<file path="config.mk">
export PLATFORM = sky130hd
export DESIGN_NAME = id_ex_stage
export DESIGN_NICKNAME = d
export VERILOG_FILES = /design/src/rtl/id_ex_stage.sv
export SDC_FILE = /design/constraint.sdc
export NUM_CORES = 1
export LEC_CHECK = 0
export ABC_CLOCK_PERIOD_IN_PS = 18700
export CORE_MARGIN = 4
export CORE_UTILIZATION = 30
export CTS_CLUSTER_DIAMETER = 150
export DETAILED_ROUTE_END_ITERATION = 8
export PLACE_DENSITY = 0.63
export SETUP_SLACK_MARGIN = 0.4
export SLEW_MARGIN = 30
export SYNTH_ARGS = -nofsm -noshare
export SYNTH_HDL_FRONTEND = slang
export SYNTH_SLANG_ARGS = --single-unit
</file>
<file path="constraint.sdc">
create_clock -name clk -period 18.7 [get_ports clk]
set_input_delay 4.675 -clock clk [delete_from_list [all_inputs] [get_ports clk]]
set_output_delay 4.675 -clock clk [all_outputs]
set_load 0.01 [all_outputs]
</file>
<file path="src/rtl/id_ex_stage.sv">
// ID/EX pipeline register for the 5-stage MIPS pipeline: captures decode control and
// operands, detects load-use hazards, handles flush/stall and counts inserted bubbles.
module id_ex_stage #(
   parameter int unsigned DATA_W = 32,
   parameter int unsigned REG_W  = 5,
   parameter int unsigned CNT_W  = 16
) (
   input  logic              clk,
   input  logic              rst,
   input  logic              id_valid,
   input  logic              id_RegDst,
   input  logic              id_ALU_Src,
   input  logic              id_MemtoReg,
   input  logic              id_RegWrite,
   input  logic              id_MemRead,
   input  logic              id_MemWrite,
   input  logic              id_branch,
   input  logic              id_jump,
   input  logic [1:0]        id_ALU_op,
   input  logic [DATA_W-1:0] id_rs_data,
   input  logic [DATA_W-1:0] id_rt_data,
   input  logic [DATA_W-1:0] id_imm,
   input  logic [DATA_W-1:0] id_pc4,
   input  logic [REG_W-1:0]  id_rs,
   input  logic [REG_W-1:0]  id_rt,
   input  logic [REG_W-1:0]  id_rd,
   input  logic [5:0]        id_funct,
   input  logic              flush,
   input  logic              ex_stall,
   output logic              ex_valid,
   output logic              ex_RegDst,
   output logic              ex_ALU_Src,
   output logic              ex_MemtoReg,
   output logic              ex_RegWrite,
   output logic              ex_MemRead,
   output logic              ex_MemWrite,
   output logic              ex_branch,
   output logic              ex_jump,
   output logic [1:0]        ex_ALU_op,
   output logic [DATA_W-1:0] ex_rs_data,
   output logic [DATA_W-1:0] ex_rt_data,
   output logic [DATA_W-1:0] ex_imm,
   output logic [DATA_W-1:0] ex_pc4,
   output logic [REG_W-1:0]  ex_rs,
   output logic [REG_W-1:0]  ex_rt,
   output logic [REG_W-1:0]  ex_rd,
   output logic [5:0]        ex_funct,
   output logic              pc_write,
   output logic              if_id_write,
   output logic [CNT_W-1:0]  bubble_cnt
);

   typedef struct packed {
      logic              valid;
      logic              reg_dst;
      logic              alu_src;
      logic              mem_to_reg;
      logic              reg_write;
      logic              mem_read;
      logic              mem_write;
      logic              branch;
      logic              jump;
      logic [1:0]        alu_op;
      logic [DATA_W-1:0] rs_data;
      logic [DATA_W-1:0] rt_data;
      logic [DATA_W-1:0] imm;
      logic [DATA_W-1:0] pc4;
      logic [REG_W-1:0]  rs;
      logic [REG_W-1:0]  rt;
      logic [REG_W-1:0]  rd;
      logic [5:0]        funct;
   } ex_bundle_t;

   ex_bundle_t       ex_q, ex_d;
   logic [CNT_W-1:0] cnt_q, cnt_d;
   logic             load_use;
   logic             bubble;

   assign load_use = ex_q.valid && ex_q.mem_read && (ex_q.rt != '0) && id_valid &&
                     ((ex_q.rt == id_rs) || (ex_q.rt == id_rt));

   // Flush overrides the freeze so the fetch redirect is not lost.
   assign pc_write    = !(load_use || ex_stall) || flush;
   assign if_id_write = pc_write;

   always_comb begin
      ex_d   = ex_q;
      bubble = 1'b0;
      if (flush) begin
         ex_d   = '0;
         bubble = 1'b1;
      end else if (!ex_stall) begin
         if (load_use) begin
            ex_d   = '0;
            bubble = 1'b1;
         end else begin
            ex_d.valid      = id_valid;
            ex_d.reg_dst    = id_RegDst   && id_valid;
            ex_d.alu_src    = id_ALU_Src  && id_valid;
            ex_d.mem_to_reg = id_MemtoReg && id_valid;
            ex_d.reg_write  = id_RegWrite && id_valid;
            ex_d.mem_read   = id_MemRead  && id_valid;
            ex_d.mem_write  = id_MemWrite && id_valid;
            ex_d.branch     = id_branch   && id_valid;
            ex_d.jump       = id_jump     && id_valid;
            ex_d.alu_op     = id_valid ? id_ALU_op : 2'b00;
            ex_d.rs_data    = id_rs_data;
            ex_d.rt_data    = id_rt_data;
            ex_d.imm        = id_imm;
            ex_d.pc4        = id_pc4;
            ex_d.rs         = id_rs;
            ex_d.rt         = id_rt;
            ex_d.rd         = id_rd;
            ex_d.funct      = id_funct;
         end
      end
   end

   always_comb begin
      cnt_d = cnt_q;
      if (bubble && (cnt_q != '1)) cnt_d = cnt_q + CNT_W'(1);
   end

   always_ff @(posedge clk or posedge rst) begin
      if (rst) begin
         ex_q  <= '0;
         cnt_q <= '0;
      end else begin
         ex_q  <= ex_d;
         cnt_q <= cnt_d;
      end
   end

   assign ex_valid    = ex_q.valid;
   assign ex_RegDst   = ex_q.reg_dst;
   assign ex_ALU_Src  = ex_q.alu_src;
   assign ex_MemtoReg = ex_q.mem_to_reg;
   assign ex_RegWrite = ex_q.reg_write;
   assign ex_MemRead  = ex_q.mem_read;
   assign ex_MemWrite = ex_q.mem_write;
   assign ex_branch   = ex_q.branch;
   assign ex_jump     = ex_q.jump;
   assign ex_ALU_op   = ex_q.alu_op;
   assign ex_rs_data  = ex_q.rs_data;
   assign ex_rt_data  = ex_q.rt_data;
   assign ex_imm      = ex_q.imm;
   assign ex_pc4      = ex_q.pc4;
   assign ex_rs       = ex_q.rs;
   assign ex_rt       = ex_q.rt;
   assign ex_rd       = ex_q.rd;
   assign ex_funct    = ex_q.funct;
   assign bubble_cnt  = cnt_q;

endmodule

</file>
==> results of run 1 <==
==> cell type report <==
class | count | area (µm²) | share of cell area (%)
Clock buffer | 18 | 429 | 3.96
Clock inverter | 13 | 154 | 1.42
Inverter | 2 | 12.5 | 0.116
Multi-Input combinational cell | 235 | 1970 | 18.2
Sequential cell | 176 | 4400 | 40.7
Tap cell | 275 | 344 | 3.18
Timing Repair Buffer | 348 | 3510 | 32.5
==> cell usage after synthesis, drive strengths merged <==
master / count / area share (%)
a21oi: 2 / 0.15
inv: 2 / 0.11
nor3: 4 / 0.38
xor2: 13 / 1.7
nand2: 7 / 0.40
ha: 1 / 0.19
nand3: 7 / 0.54
and3: 2 / 0.21
or2: 1 / 0.096
a31oi: 1 / 0.33
xnor2: 10 / 1.3
and4: 1 / 0.15
a211oi: 1 / 0.19
nor4: 6 / 0.57
a21o: 1 / 0.11
clkbuf: 21 / 1.4
nor3b: 2 / 0.23
buf: 16 / 1.4
and2: 1 / 0.096
mux2: 3 / 0.52
nand2b: 1 / 0.096
nor4b: 4 / 0.54
nor2: 5 / 0.29
a22o: 159 / 21
o22ai: 1 / 0.19
dfrtp: 176 / 67
nand4: 2 / 0.19
==> power breakdown <==
part	internal, mW	switching [mW]
registers	0.409	0.0246
clock network	0.200	0.156
logic	0.104	0.0703
==> critical path, delay by kind of cell <==
family,cells,cell delay (ns)
and+or+nand+nor,2,0.42
xor gates and xnor gates,1,0.15
AOI/OAI and AO/OA,2,0.47
buffers and inverters,2,0.98
==> registers in the layout, indices dropped and copies added, names as in the netlist <==
name,count
ex_MemtoReg,1
ex_jump,1
ex_branch,1
ex_rs,5
bubble_cnt,16
ex_RegDst,1
ex_ALU_Src,1
ex_MemWrite,1
ex_valid,1
ex_pc4,32
ex_MemRead,1
ex_imm,32
ex_ALU_op,2
ex_rt_data,32
ex_RegWrite,1
ex_rd,5
ex_rt,5
ex_rs_data,32
ex_funct,6
==> placed cells by master, fill, tap and decap left out, types with 5 or more instances in the layout <==
cell,n
nand3_1,7
xnor2_1,10
nor4_1,6
inv_6,5
a22o_1,159
nand2_1,7
dfrtp_1,176
clkbuf_16,17
clkdlybuf4s50_1,341
xor2_1,13
==> routing by layer <==
metal | global-route usage (%) | routed length (µm) | up-vias
met4 | 5.54 | 485 | 2
met2 | 27.1 | 10100 | 218
li1 | - | - | 2373
met3 | 5.24 | 1490 | 34
met1 | 20.9 | 8560 | 2588
met5 | 0 | 8 | -
==> per-stage QoR <==
| step | hold slack (ns) | util [%] |
|---|---|---|
| after global routing | 0.516 | 51.0 |
| after floorplan | 0.515 | - |
| final | 0.497 | 51.0 |
| after detailed placement | 0.485 | 48.0 |
| after global placement | 0.476 | 48.0 |
| after CTS | 0.494 | 50.7 |
==> cell families after synthesis <==
kind of cell	synth area share, %
buffers and inverters	2.83
AOI/OAI and AO/OA	22.3
and+or+nand+nor	3.79
xor gates and xnor gates	3.08
muxes	0.516
DFF	67.3
adders and majority gates	0.191
==> final timing paths <==
kind	startpoint	end
worst max-delay path	id_rt[4]	pc_write
worst min-delay path	bubble_cnt[9]$_DFFE_PP0P_	bubble_cnt[9]$_DFFE_PP0P_
worst max register to register	ex_rt[0]$_DFFE_PP0P_	ex_jump$_DFFE_PP0P_
worst min register to register	bubble_cnt[9]$_DFFE_PP0P_	bubble_cnt[9]$_DFFE_PP0P_
max in group asynchronous	rst	ex_rt[3]$_DFFE_PP0P_
min in group asynchronous	rst	ex_rs_data[2]$_DFFE_PP0P_
==> run summary, run 1 <==
Crit path cell chain = clkdlybuf4s50_1, xnor2_1, nand3_1, o22ai_2, a21oi_1, or2_2, clkdlybuf4s50_1
R2R cell count = 6
Post-synthesis register bit count = 176
Sequential area share after synthesis = 67.3%
Port Buf Inserts = 341
Setup-failing EPs final = 0
Clock tree buffer depth = 2
Clock slew at reported path FFs = 0.07 ns
Worst path slowest cell = clkdlybuf4s50_1
Post-Place Worst Slack = 7.32 ns
DIE HEIGHT = 156 µm
Num Clock Sinks = 176
Hold Buf Count CTS = 0
Slew Viols, Final = 0
# DRC = 0
Critical Path End Type = output port
Mean Syn Cell Area = 14.5 µm²
Yosys cell types = 32
Final cell area excluding filler cells = 10800 µm²
Post-CTS sizing = 0
Diode count = 0
Most frequent CP cell = clkdlybuf4s50_1
Tmin final = 11.38 ns
Setup_tns = 0 ns
Hold Path Depth = 1
Io pins = 342
Leakage power = 4.73 nW
Gpl congestion = 0.806
1st-pass router iterations = 4
Drt via density = 4.89
Number of max-cap violations = 0
Gr usage total = 16.6%
FP Rows = 53
Final hold vios = 0
F_max = 0.0879 GHz
DP Area = 10200 µm²
WP data arrival = 6.70 ns
Fillers = 1852
Reg2Reg Setup Slack = 16.25 ns
Outcome = complete, no violations
First-pass GRT wire length = 31.9 mm
Worst setup SP type = input port
Die Wd = 156 µm
Vias in the first global route = 5627
CTS root buffer = clkbuf_16
TritonCTS clock tree = done
Worst min path class = reg -> reg
Die footprint = 24200 µm²
Overflow after GRT = 0
Final WL = 20.6 mm
Gate Count Post-Synth = 450
DP HPWL = 14.8 mm
Share of cells above drive strength 1 = 6.19%
Mapped Area = 6540 µm²
DP Cell Count = 1034
CP peak stage delay = 0.50 ns
Total power = 0.964 mW
Slew HR = 41.7%
Final cell count without fillers = 1067
Nets = 945
Post-CTS Setup Bufs = 0
H-tree depth = 4
RSZ-0062 raised after global routing = no
Core Region = 21200 µm²
Area Overhead vs Synth = 65.5%
Mapped Nets = 615
Initial antenna violation count = 1
Clk Latency, worst-skew pair = 0.41 ns
VDD IR max = 0.0000530 V
Total CTS buffers = 17
Vias = 5215
Layout Skew = 0.0101 ns
Critical Path RT = 14.03 ns
Setup CP Type = in -> out
WL/cell = 19.3 µm
Critical Path Fanout Max = 3
Initial DRC count = 259
PwrDens = 89.1 nW/µm²
Slew @ Worst Pin = 0.874 ns
YS warnings = 0
DRT antenna net count = 0
Part of the cycle the worst path needs = 60.9%
Initial core utilization = 30.8%
Largest net degree at the start of global routing = 113
Final worst slack = 7.32 ns
Note: power is estimated with default switching activity, not from simulation.
==> inputs of run 2 (changes only) <==
--- a/config.mk
+++ b/config.mk
@@ -5,12 +5,12 @@
 export SDC_FILE = /design/constraint.sdc
 export NUM_CORES = 1
 export LEC_CHECK = 0
-export ABC_CLOCK_PERIOD_IN_PS = 18700
+export ABC_CLOCK_PERIOD_IN_PS = 9400
 export CORE_MARGIN = 4
 export CORE_UTILIZATION = 30
 export CTS_CLUSTER_DIAMETER = 150
 export DETAILED_ROUTE_END_ITERATION = 8
-export PLACE_DENSITY = 0.63
+export PLACE_DENSITY = 0.65
 export SETUP_SLACK_MARGIN = 0.4
 export SLEW_MARGIN = 30
 export SYNTH_ARGS = -nofsm -noshare
==> constraint.sdc (replaced) <==
create_clock -name clk -period 9.4 [get_ports clk]
set_input_delay 2.35 -clock clk [delete_from_list [all_inputs] [get_ports clk]]
set_output_delay 2.35 -clock clk [all_outputs]
set_load 0.01 [all_outputs]
==> run 2 against run 1 <==
Effect of this change:
- die area is the same
- combinational power is 99% higher
- power grew 93%
- critical path type unchanged
- clock power grew 82%
- highest routed layer is now met4
- cell count barely moved
- largest cell class unchanged
- worst hold slack got worse by 0.011 ns
- clock skew grew 0.0049 ns
- utilization is 0.46 points lower
==> run summary, run 2 (same netlist as run 1, synthesis figures left out) <==
Die footprint = 24200 µm² (unchanged)
Tmin final = 6.74 ns
PwrDens = 173 nW/µm² (was 89.1 nW/µm²)
Clock slew at reported path FFs = 0.06 ns (was 0.07 ns)
DRT antenna net count = 0 (unchanged)
Layout Skew = 0.0151 ns (was 0.0101 ns)
Worst path slowest cell = clkdlybuf4s50_1 (unchanged)
Final hold vios = 0 (unchanged)
Setup-failing EPs final = 0 (unchanged)
Slew @ Worst Pin = 0.939 ns (was 0.874 ns)
Area Overhead vs Synth = 64.0% (was 65.5%)
Part of the cycle the worst path needs = 71.7%
Total power = 1.86 mW (was 0.964 mW)
Critical Path End Type = output port (unchanged)
Setup_tns = 0 ns (unchanged)
Port Buf Inserts = 341 (unchanged)
RR Startpoint = ex_rt[0]$_DFFE_PP0P_ (unchanged)
Clock Power Share = 34.9% (was 36.9%)
Comb pwr share = 18.6% (was 18.1%)
Share of cells above drive strength 1 = 5.93% (was 6.19%)
Flip-flop and latch area = 4400 µm² (unchanged)
Worst min path class = reg -> reg (unchanged)
Gr usage total = 16.8% (was 16.6%)
Fillers = 1836 (was 1852)
Nets = 944 (was 945)
Overflow after GRT = 0 (unchanged)
H-tree depth = 4 (unchanged)
CP peak stage delay = 0.51 ns (was 0.50 ns)
Hold Buf Count CTS = 0 (unchanged)
TritonCTS clock tree = done (unchanged)
Total CTS buffers = 17 (unchanged)
Final cell area excluding filler cells = 10700 µm² (was 10800 µm²)
Setup CP Type = in -> out (unchanged)
Clk Latency, worst-skew pair = 0.42 ns (was 0.41 ns)
Critical Path Fanout Max = 3 (unchanged)
Io pins = 342 (unchanged)
Switching power = 0.496 mW (was 0.251 mW)
First-pass GRT wire length = 32.3 mm (was 31.9 mm)
Reg2Reg Setup Slack = 6.86 ns (was 16.25 ns)
Number of max-cap violations = 0 (unchanged)
Most common cell after layout, fill and taps aside = clkdlybuf4s50_1 (unchanged)
Num Clock Sinks = 176 (unchanged)
CTS root buffer = clkbuf_16 (unchanged)
Slew HR = 37.4% (was 41.7%)
Worst reg2reg path endpoint = ex_RegDst$_DFFE_PP0P_ (was ex_jump$_DFFE_PP0P_)
Outcome = complete, no violations (unchanged)
Largest net degree at the start of global routing = 91 (was 113)
RSZ-0062 raised after global routing = no (unchanged)
F_max = 0.148 GHz
Clock tree buffer depth = 2 (unchanged)
Seq pwr share = 46.5% (was 45.0%)
Slew Viols, Final = 0 (unchanged)
# DRC = 0 (unchanged)
Post-CTS Setup Bufs = 0 (unchanged)
Sw Ratio = 26.7% (was 26.0%)
Leakage power = 4.68 nW (was 4.73 nW)
Initial core utilization = 30.8% (unchanged)
Vias in the first global route = 5770 (was 5627)
Initial antenna violation count = 1 (unchanged)
WP data arrival = 4.39 ns (was 6.70 ns)
Finished Core Util = 50.5% (was 51.0%)
FP Rows = 53 (unchanged)
Delay-heaviest family, CP = buffers and inverters (unchanged)
Die Wd = 156 µm (unchanged)
DP HPWL = 15.0 mm (was 14.8 mm)
Post-CTS sizing = 0 (unchanged)
Critical Path RT = 7.05 ns (was 14.03 ns)
DIE HEIGHT = 156 µm (unchanged)
Crit path cell chain = clkdlybuf4s50_1, xnor2_1, nand3_1, o22ai_2, a21oi_1, or2_2, clkdlybuf4s50_1 (unchanged)
Buffers & Inverters on Critical Path = 2 (unchanged)
Hold Path Depth = 1 (unchanged)
Core Region = 21200 µm² (unchanged)
Final WL = 20.7 mm (was 20.6 mm)
VDD IR max = 0.000103 V (was 0.0000530 V)
Most frequent cells in the layout = clkdlybuf4s50_1 (341), dfrtp_1 (176), a22o_1 (159) (unchanged)
1st-pass router iterations = 4 (unchanged)
Hold path start = bubble_cnt[9]$_DFFE_PP0P_ (unchanged)
Most frequent CP cell = clkdlybuf4s50_1 (unchanged)
DP Area = 10200 µm² (unchanged)
Internal power component = 1.36 mW (was 0.713 mW)
R2R cell count = 6 (unchanged)
Initial DRC count = 272 (was 259)
Vias = 5212 (was 5215)
Hold Path End = bubble_cnt[9]$_DFFE_PP0P_ (unchanged)
Gpl congestion = 0.858 (was 0.806)
Drt via density = 4.88 (was 4.89)
WL/cell = 19.4 µm (was 19.3 µm)
Multi-input combinational cell area = 1970 µm² (unchanged)
Worst setup SP type = input port (unchanged)
==> run 2: cell count changes in the layout (fill, tap and decap cells not counted), sizes merged <==
cell and change:
clkbuf +2, diode +1, bufinv -2, clkinvlp +1
buf -1
==> run 2: power by group through the flow <==
stage / sequential (mW) / clock, mW / combinational (mW)
floorplan: 0.897 / 0 / 0.100
global placement: 0.875 / 0 / 0.344
detailed placement: 0.878 / 0 / 0.350
CTS: 0.865 / 0.670 / 0.351
global route: 0.873 / 0.711 / 0.371
finish: 0.865 / 0.649 / 0.346
==> run 2: metrics by stage <==
step | instances | hold WS, ns | setup slack, ns
2_1_floorplan | 450 | 0.515 | 2.28
6_report | 1068 | 0.486 | 2.66
4_1_cts | 1067 | 0.490 | 2.65
3_3_place_gp | 1035 | 0.482 | 2.70
3_5_place_dp | 1035 | 0.477 | 2.65
5_1_grt | 1068 | 0.513 | 2.59
==> run 2: layout make-up <==
class                   count  share of cell area, %
multi-input cells         235                   18.3
clock buffers              20                   4.07
flip-flops and latches    176                   41.1
repair buffers            347                   32.2
inverters                   2                  0.117
well taps                 275                   3.21
clock inverters            12                  0.945
diodes                      1                 0.0233
==> run 2: worst max path at each step <==
| stage | endpoint | start | cells past startpoint | slack, ns |
|---|---|---|---|---|
| floorplan | bubble_cnt[0]$_DFFE_PP0P_ | rst | 1 | 2.28 |
| global placement | pc_write | id_rt[4] | 7 | 2.70 |
| detailed placement | pc_write | id_rt[4] | 7 | 2.65 |
| CTS | pc_write | id_rt[4] | 7 | 2.65 |
| global route | pc_write | id_rt[4] | 7 | 2.59 |
| finish | pc_write | id_rt[4] | 7 | 2.66 |
==> run 2: per-layer routing <==
layer / wire length (µm) / GRT usage (%) / vias up
li1: - / - / 2368
met4: 619 / 6.46 / 0
met3: 1590 / 5.99 / 38
met1: 8410 / 20.7 / 2585
met5: 0 / 0 / -
met2: 10100 / 27.1 / 221
==> variant, RTL diff (settings of run 1) <==
The parameter `DATA_W` goes from 32 to 64.
--- a/src/rtl/id_ex_stage.sv
+++ b/src/rtl/id_ex_stage.sv
@@ -3,3 +3,3 @@
 module id_ex_stage #(
-   parameter int unsigned DATA_W = 32,
+   parameter int unsigned DATA_W = 64,
    parameter int unsigned REG_W  = 5,
Ports: changed (8 resized); port bits go from 342 to 598. The function was not compared with the original's and may differ.
==> variant against run 1 <==
  * Critical path type unchanged
  * Power grew 78%
  * Die area grew 65%
  * Setup slack gained 0.077 ns
  * Sequential share of layout area grew 0.29 points
  * Synthesized area grew 69%
  * Highest routed layer is now met4
  * Design area grew 72%
  * Sequential cell count grew 128
  * Critical path depth is the same
  * Largest power group unchanged
  * Wire length grew 100%
==> variant: results (changes against run 1) <==
<table>
<tr><th>Metric</th><th>Value</th></tr>
<tr><th colspan="2">Run status</th></tr>
<tr><td>Outcome</td><td>finished, final reports clean (unchanged)</td></tr>
<tr><th colspan="2">Drt</th></tr>
<tr><td>Detailed Route WL</td><td>41580 um (was 20600 um)</td></tr>
<tr><td>Via/cell ratio</td><td>4.956 (was 4.888)</td></tr>
<tr><td>Routed len/inst</td><td>23.06 um (was 19.31 um)</td></tr>
<tr><th colspan="2">Logic synthesis</th></tr>
<tr><td>Adder and majority gate portion of the synthesized area</td><td>0.1135% (was 0.1913%)</td></tr>
<tr><td>Mapped Nets</td><td>1030 (was 615)</td></tr>
<tr><td>Count of distinct cell types in the synthesized netlist</td><td>30 (was 32)</td></tr>
<tr><td>Mean instance size in the synthesized netlist</td><td>14.96 um2 (was 14.54 um2)</td></tr>
<tr><td>Sequential element share of the synthesized area</td><td>69.01% (was 67.33%)</td></tr>
<tr><td>Post-synthesis share of cell area spent on xor and xnor gates</td><td>1.827% (was 3.080%)</td></tr>
<tr><th colspan="2">Place</th></tr>
<tr><td>Final HPWL from detailed placement</td><td>30460 um (was 14760 um)</td></tr>
<tr><td>Routability Congestion</td><td>0.8435 (was 0.8064)</td></tr>
<tr><td>Count of buffers from port buffering</td><td>597 (was 341)</td></tr>
<tr><th colspan="2">Global routing</th></tr>
<tr><td>Largest net degree at the start of global routing</td><td>96 (was 113)</td></tr>
<tr><th colspan="2">Critical path</th></tr>
<tr><td>Setup crit end</td><td>if_id_write (was pc_write)</td></tr>
<tr><td>Slowest cell delay on critical path</td><td>0.52 ns (was 0.50 ns)</td></tr>
<tr><td>CP arrival</td><td>6.63 ns (was 6.70 ns)</td></tr>
<tr><th colspan="2">CTS</th></tr>
<tr><td>Max H-tree Level</td><td>2 (was 4)</td></tr>
<tr><th colspan="2">Power and ir drop</th></tr>
<tr><td>Pleak</td><td>8.175 nW (was 4.733 nW)</td></tr>
<tr><th colspan="2">STA</th></tr>
<tr><td>Minimum clock period</td><td>11.30 ns (was 11.38 ns)</td></tr>
</table>
## variant: cell types whose count changed after synthesis, moves of 3 or more
cell / before / now
sky130_fd_sc_hd__dfrtp_1: 176 / 304
sky130_fd_sc_hd__buf_4: 1 / 14
sky130_fd_sc_hd__nor3_1: 3 / 6
sky130_fd_sc_hd__nand2_1: 7 / 10
sky130_fd_sc_hd__a22o_1: 159 / 286
sky130_fd_sc_hd__clkbuf_1: 20 / 35
## variant: report_power, final
group	switching, mW	total (mW)	internal, mW
logic	0.114	0.278	0.164
clock network	0.267	0.698	0.431
registers	0.0337	0.736	0.703
total	0.415	1.71	1.30
## variant: layout make-up
| type | count | area, um2 | share of cell area [%] |
|---|---|---|---|
| Sequential cell | 304 | 7607 | 40.98 |
| Timing Repair Buffer | 608 | 6093 | 32.82 |
| Multi-Input combinational cell | 366 | 3098 | 16.69 |
| Clock buffer | 54 | 1060 | 5.709 |
| Tap cell | 461 | 576.8 | 3.107 |
| Clock inverter | 5 | 106.4 | 0.5729 |
| Inverter | 2 | 15.01 | 0.08088 |
| Antenna cell | 3 | 7.507 | 0.04044 |
## variant: how the worst min path moves through the flow
stage,startpoint,endpoint,slack (ns),cells after the start
after floorplan,bubble_cnt[6],bubble_cnt[6],0.52,1
after global placement,bubble_cnt[6],bubble_cnt[6],0.48,1
after detailed placement,ex_rt_data[48],ex_rt_data[48],0.49,1
after CTS,bubble_cnt[6],bubble_cnt[6],0.50,1
after global routing,ex_imm[33],ex_imm[33],0.51,1
final,bubble_cnt[6],bubble_cnt[6],0.50,1
## variant: layer usage
layer / track usage, % / wire [um] / up-vias
li1: - / - / 3992
met3: 7.419 / 4181 / 62
met4: 5.459 / 862 / 0
met2: 33.37 / 21170 / 407
met1: 22.91 / 15370 / 4474
met5: 0 / 0 / -
